===== config.mk =====
export PLATFORM = sky130hd
export DESIGN_NAME = fifo_arb_rr
export DESIGN_NICKNAME = d
export VERILOG_FILES = /design/src/rtl/fifo_arb_pkg.sv /design/src/rtl/fifo_arb_rr_grant.sv /design/src/rtl/fifo_arb_rr.sv
export SDC_FILE = /design/constraint.sdc
export NUM_CORES = 1
export LEC_CHECK = 0
export ABC_AREA = 1
export CAP_MARGIN = 0
export CORE_AREA = 2 2 205 207
export DETAILED_ROUTE_END_ITERATION = 16
export DIE_AREA = 0 0 207 209
export HOLD_SLACK_MARGIN = 0.12
export PLACE_DENSITY_LB_ADDON = 0.05
export SLEW_MARGIN = 20
export SYNTH_ARGS = -nofsm -noshare
export SYNTH_HDL_FRONTEND = slang
export SYNTH_HIERARCHICAL = 1
export SYNTH_SLANG_ARGS = --single-unit

===== constraint.sdc =====
create_clock -name CLK -period 2.5 [get_ports CLK]
set_input_delay 0.625 -clock CLK [delete_from_list [all_inputs] [get_ports CLK]]
set_output_delay 0.625 -clock CLK [all_outputs]
set_load 0.005 [all_outputs]

===== src/rtl/fifo_arb_pkg.sv =====
// Shared types and helpers for the source-FIFO arbiter.
// Covers the arbitration mode encodings, the round-robin FSM states and one-hot decoding.
package fifo_arb_pkg;

    localparam int MODE_FIXED = 0;
    localparam int MODE_RR    = 1;
    localparam int MAX_CH     = 16;

    typedef enum logic {
        IDLE  = 1'b0,
        BURST = 1'b1
    } arb_state_t;

    // Index of the set bit; callers guarantee at most one bit is set.
    function automatic int unsigned onehot2idx(input logic [MAX_CH-1:0] oh);
        int unsigned idx;
        idx = 0;
        for (int i = 0; i < MAX_CH; i++) begin
            if (oh[i]) begin
                idx = idx | unsigned'(i);
            end
        end
        return idx;
    endfunction

endpackage


===== src/rtl/fifo_arb_rr_grant.sv =====
// Combinational grant picker: owner hold, fixed priority or rotating search from ptr.
// A rotating search starts at ptr and wraps by explicit compare, so any channel count is safe.
module fifo_arb_grant
    import fifo_arb_pkg::*;
#(
    parameter  int NUM_CH = 3,
    parameter  int MODE   = MODE_FIXED,
    localparam int CH_W   = $clog2(NUM_CH)
) (
    input  logic [NUM_CH-1:0] req,
    input  logic [CH_W-1:0]   ptr,
    input  logic [CH_W-1:0]   owner,
    input  logic              hold,
    output logic [NUM_CH-1:0] grant
);

    logic              found;
    int unsigned       idx;
    logic [CH_W-1:0]   pick;

    always_comb begin
        grant = '0;
        found = 1'b0;
        idx   = 0;
        pick  = '0;
        if (MODE == MODE_RR && hold) begin
            grant[owner] = 1'b1;
        end else begin
            for (int k = 0; k < NUM_CH; k++) begin
                idx = unsigned'(k);
                if (MODE == MODE_RR) begin
                    idx = idx + 32'(ptr);
                end
                if (idx >= unsigned'(NUM_CH)) begin
                    idx = idx - unsigned'(NUM_CH);
                end
                pick = CH_W'(idx);
                if (!found && req[pick]) begin
                    grant[pick] = 1'b1;
                    found       = 1'b1;
                end
            end
        end
    end

endmodule


===== src/rtl/fifo_arb_rr.sv =====
// N-channel arbiter draining source FIFOs into one downstream FIFO with a 2-cycle
// registered read-to-write pipeline, a channel tag, and optional round-robin bursts.
module fifo_arb_rr
    import fifo_arb_pkg::*;
#(
    parameter  int NUM_CH    = 3,
    parameter  int DATA_W    = 128,
    parameter  int MODE      = MODE_FIXED,
    parameter  int MAX_BURST = 4,
    localparam int CH_W      = $clog2(NUM_CH)
) (
    input  logic                     CLK,
    input  logic                     RESET_N,
    input  logic [NUM_CH*DATA_W-1:0] SRC_DATA,
    input  logic [NUM_CH-1:0]        SRC_EMPTY,
    output logic [NUM_CH-1:0]        SRC_READ,
    input  logic                     FIFO_AFULL,
    output logic [DATA_W-1:0]        FIFO_DATA,
    output logic [CH_W-1:0]          FIFO_TAG,
    output logic                     FIFO_WRITE
);

    localparam logic [CH_W-1:0] LAST_CH   = CH_W'(NUM_CH - 1);
    localparam logic [7:0]      BURST_MAX = 8'(MAX_BURST);

    arb_state_t        state_q, state_d;
    logic [CH_W-1:0]   ptr_q, ptr_d;
    logic [CH_W-1:0]   owner_q, owner_d;
    logic [7:0]        cnt_q, cnt_d;
    logic [NUM_CH-1:0] sel_d1_q;
    logic [DATA_W-1:0] fifo_data_q, fifo_data_d;
    logic [CH_W-1:0]   fifo_tag_q, fifo_tag_d;
    logic              fifo_write_q, fifo_write_d;

    logic [NUM_CH-1:0] req, grant;
    logic [CH_W-1:0]   owner_inc, arb_ptr, grant_idx, sel_idx;
    logic              hold, burst_end;

    assign req       = ~SRC_EMPTY & {NUM_CH{~FIFO_AFULL}};
    assign owner_inc = (owner_q == LAST_CH) ? '0 : owner_q + CH_W'(1);
    assign hold      = (state_q == BURST) && req[owner_q] && (cnt_q < BURST_MAX);
    // A burst that ends without a stall re-arbitrates in the same cycle from owner+1.
    assign burst_end = (state_q == BURST) && !FIFO_AFULL && !hold;
    assign arb_ptr   = burst_end ? owner_inc : ptr_q;

    fifo_arb_grant #(
        .NUM_CH (NUM_CH),
        .MODE   (MODE)
    ) u_grant (
        .req   (req),
        .ptr   (arb_ptr),
        .owner (owner_q),
        .hold  (hold),
        .grant (grant)
    );

    assign SRC_READ  = grant & {NUM_CH{RESET_N}};
    assign grant_idx = CH_W'(onehot2idx(MAX_CH'(grant)));
    assign sel_idx   = CH_W'(onehot2idx(MAX_CH'(sel_d1_q)));

    always_comb begin
        state_d = state_q;
        ptr_d   = ptr_q;
        owner_d = owner_q;
        cnt_d   = cnt_q;
        if (MODE == MODE_RR) begin
            case (state_q)
                IDLE: begin
                    if (|grant) begin
                        state_d = BURST;
                        owner_d = grant_idx;
                        cnt_d   = 8'd1;
                    end
                end
                BURST: begin
                    // A stall drops the burst but leaves the pointer where it was.
                    if (FIFO_AFULL) begin
                        state_d = IDLE;
                        cnt_d   = '0;
                    end else if (hold) begin
                        cnt_d = cnt_q + 8'd1;
                    end else begin
                        ptr_d = owner_inc;
                        if (|grant) begin
                            owner_d = grant_idx;
                            cnt_d   = 8'd1;
                        end else begin
                            state_d = IDLE;
                            cnt_d   = '0;
                        end
                    end
                end
            endcase
        end
    end

    always_comb begin
        fifo_write_d = |sel_d1_q;
        fifo_data_d  = fifo_data_q;
        fifo_tag_d   = fifo_tag_q;
        if (|sel_d1_q) begin
            fifo_data_d = SRC_DATA[sel_idx*DATA_W +: DATA_W];
            fifo_tag_d  = sel_idx;
        end
    end

    always_ff @(posedge CLK or negedge RESET_N) begin
        if (!RESET_N) begin
            state_q      <= IDLE;
            ptr_q        <= '0;
            owner_q      <= '0;
            cnt_q        <= '0;
            sel_d1_q     <= '0;
            fifo_write_q <= 1'b0;
            fifo_data_q  <= '0;
            fifo_tag_q   <= '0;
        end else begin
            state_q      <= state_d;
            ptr_q        <= ptr_d;
            owner_q      <= owner_d;
            cnt_q        <= cnt_d;
            sel_d1_q     <= grant;
            fifo_write_q <= fifo_write_d;
            fifo_data_q  <= fifo_data_d;
            fifo_tag_q   <= fifo_tag_d;
        end
    end

    assign FIFO_DATA  = fifo_data_q;
    assign FIFO_TAG   = fifo_tag_q;
    assign FIFO_WRITE = fifo_write_q;

endmodule


==> flow_metrics.env <==
export IMPL_status="complete, no violations"
export IMPL_cts_buffers=17
export IMPL_first_global_vias=10100
export IMPL_first_iter_violations=470
export IMPL_syn2layout_area_growth_pct=71.2
export IMPL_hold_viol=0
export IMPL_rsz0062_at_grt="false"
export IMPL_grt_usage=0.185
export IMPL_syn_avg_cell_area_um2=5.81
export IMPL_placed_cells=2515
export IMPL_p_clk_frac=0.306
export IMPL_p_sw_frac=0.305
export IMPL_drive_above_1_share=0.0294
export IMPL_grt_pass1_wl_mm=61.4
export IMPL_io_pins=524
export IMPL_power_density_nw_per_um2=525
export IMPL_drtPass1Iterations=5
export IMPL_fin_cells=2554
export IMPL_viasPerCell=4.05
export IMPL_max_freq_mhz=413
export IMPL_fin_skew_ns=0.00866
export IMPL_nets=2387
export IMPL_n_fill_cell=4521
export IMPL_die_width_um=207
export IMPL_switchingPower_w=0.00242
export IMPL_power_leakage_nw=8.21
export IMPL_finalPower_w=0.00794
export IMPL_drv_slew=0
export IMPL_r2r_end="FIFO_DATA[81]"
export IMPL_fin_crit_ns=2.42
export IMPL_io_buffers=523
export IMPL_post_route_period_util=0.969
export IMPL_clkSlewWorstSetupHoldPaths_ns=0.06
export IMPL_relSlewSlack=0.370
export IMPL_overflow=0
export IMPL_gp_congestion=0.808
export IMPL_cp_start_kind="primary input"
export IMPL_required_ns=1.88
export IMPL_netlist_area_um2=8840
export IMPL_crit_path_max_fanout=3
export IMPL_drc=0
export IMPL_hpwlAfterDp_mm=29.8
export IMPL_syn_nets=1912
export IMPL_worstMarginPinSlew_ns=0.945
export IMPL_reg2regPathDepth=5
export IMPL_cap_violations=0
export IMPL_clock_sinks=134
export IMPL_core_um2=41300
export IMPL_combPwrFrac=0.345
export IMPL_dr_total_vias=10400
export IMPL_cts_root_buf="clkbuf_16"
export IMPL_antenna_found_initial=5
export IMPL_start_util=0.214
export IMPL_routed_wl_mm=40.8
export IMPL_p_int_w=0.00552
export IMPL_rows=75
export IMPL_arrival_ns=1.80
export IMPL_rr_startpoint="sel_d1_q[1]"
export IMPL_yosys_warnings=6
export IMPL_seqPwrFrac=0.349
export IMPL_synth_cells=1522
export IMPL_hold_class="in2async"
export IMPL_htreeDepth=4
export IMPL_clock_path_buffers=2
export IMPL_insertion_delay_ns=0.43
export IMPL_dieArea_um2=43300
export IMPL_wl_per_cell_um=16.0
export IMPL_crit_type="in2out"
export IMPL_die_y_um=209
export IMPL_multiInputGateArea_um2=4090
export IMPL_cts_tree="yes"
export IMPL_r2r_slack_ns=0.46
export IMPL_seqCellArea_um2=3360
export IMPL_setup_viol=0
export IMPL_ir_drop_mv=0.443
export IMPL_ant_nets=0
export IMPL_end_kind="output port"
export IMPL_grt_max_degree=133
[critical path: stages]
cell and delay [ns]:
clkdlybuf4s50_1 0.44, nor2_4 0.14, nand2_1 0.06, inv_1 0.05, clkdlybuf4s50_1 0.49
[per-stage QoR]
step	instance area, um^2	setup WS (ns)	TNS (ns)	hold WS, ns	utilization
after floorplan	8840	0.849	0	0.329	-
after global placement	14500	-0.143	-0.358	0.435	0.352
after detailed placement	14500	-0.139	-0.361	0.433	0.352
after CTS	15100	0.0360	0	0.427	0.366
after global routing	15100	0.0148	0	0.417	0.366
final	15100	0.0786	0	0.346	0.366
[placed cells by master (no fill, tap or decap), types with 2 or more instances in the layout]
cell type and count:
dfrtp_1 133, clkbuf_1 2, clkbuf_8 3, diode_2 5, buf_12 6, inv_1 259
inv_4 3, nor2_4 2, clkdlybuf4s50_1 519, nand2_1 903, nor2_1 3, clkbuf_16 17
clkinvlp_4 2, dlygate4sd2_1 3, nand3_1 128, clkinv_2 7, nor2_2 2, buf_4 11
[power by group through the flow]
stage,sequential (W),clock (W),combinational (W)
final,0.00277,0.00243,0.00274
after global placement,0.00279,0,0.00281
after CTS,0.00277,0.00252,0.00281
after floorplan,0.00281,0,0.000905
after global routing,0.00282,0.00261,0.00303
after detailed placement,0.00280,0,0.00280
[worst max path at each step]
| stage | startpoint | endpoint | slack [ns] | cells after the start |
|---|---|---|---|---|
| after detailed placement | FIFO_AFULL | SRC_READ[1] | -0.14 | 7 |
| final | SRC_EMPTY[0] | SRC_READ[0] | 0.08 | 5 |
| after global placement | FIFO_AFULL | SRC_READ[2] | -0.14 | 8 |
| after global routing | SRC_EMPTY[0] | SRC_READ[0] | 0.01 | 5 |
| after CTS | SRC_EMPTY[0] | SRC_READ[0] | 0.04 | 5 |
| after floorplan | FIFO_AFULL | SRC_READ[0] | 0.85 | 4 |
[flip-flops by register name, summed over array words and instances (netlist names)]
| signal | cells |
|---|---|
| FIFO_DATA | 128 |
| sel_d1_q | 3 |
| FIFO_TAG | 2 |
| FIFO_WRITE | 1 |
[layer usage]
metal | routed length [um] | part of all wire | vias up | track usage
met1 | 17400 | 0.43 | 4654 | 0.228
met5 | 0 | 0 | - | 0
met4 | 716 | 0.018 | 0 | 0.0611
met2 | 19600 | 0.48 | 335 | 0.308
li1 | - | - | 5330 | -
met3 | 3010 | 0.074 | 34 | 0.0564
[what timing repair did]
item	4_1_cts	5_1_grt
resized for setup	5	1
setup endpoints to repair	3	1
pin swaps	2	1
buffers inserted	0	1
endpoints found under the hold margin	2	0
hold buffers	1	0
[final cells by class]
class | instances | area share
Tap cell | 539 | 0.0446
Timing Repair Buffer | 541 | 0.360
Multi-Input combinational cell | 1040 | 0.271
Inverter | 263 | 0.0657
Clock buffer | 22 | 0.0313
Clock inverter | 10 | 0.00529
Sequential cell | 134 | 0.222
Antenna cell | 5 | 0.000827
No activity file was read; power rests on OpenSTA's default activity.
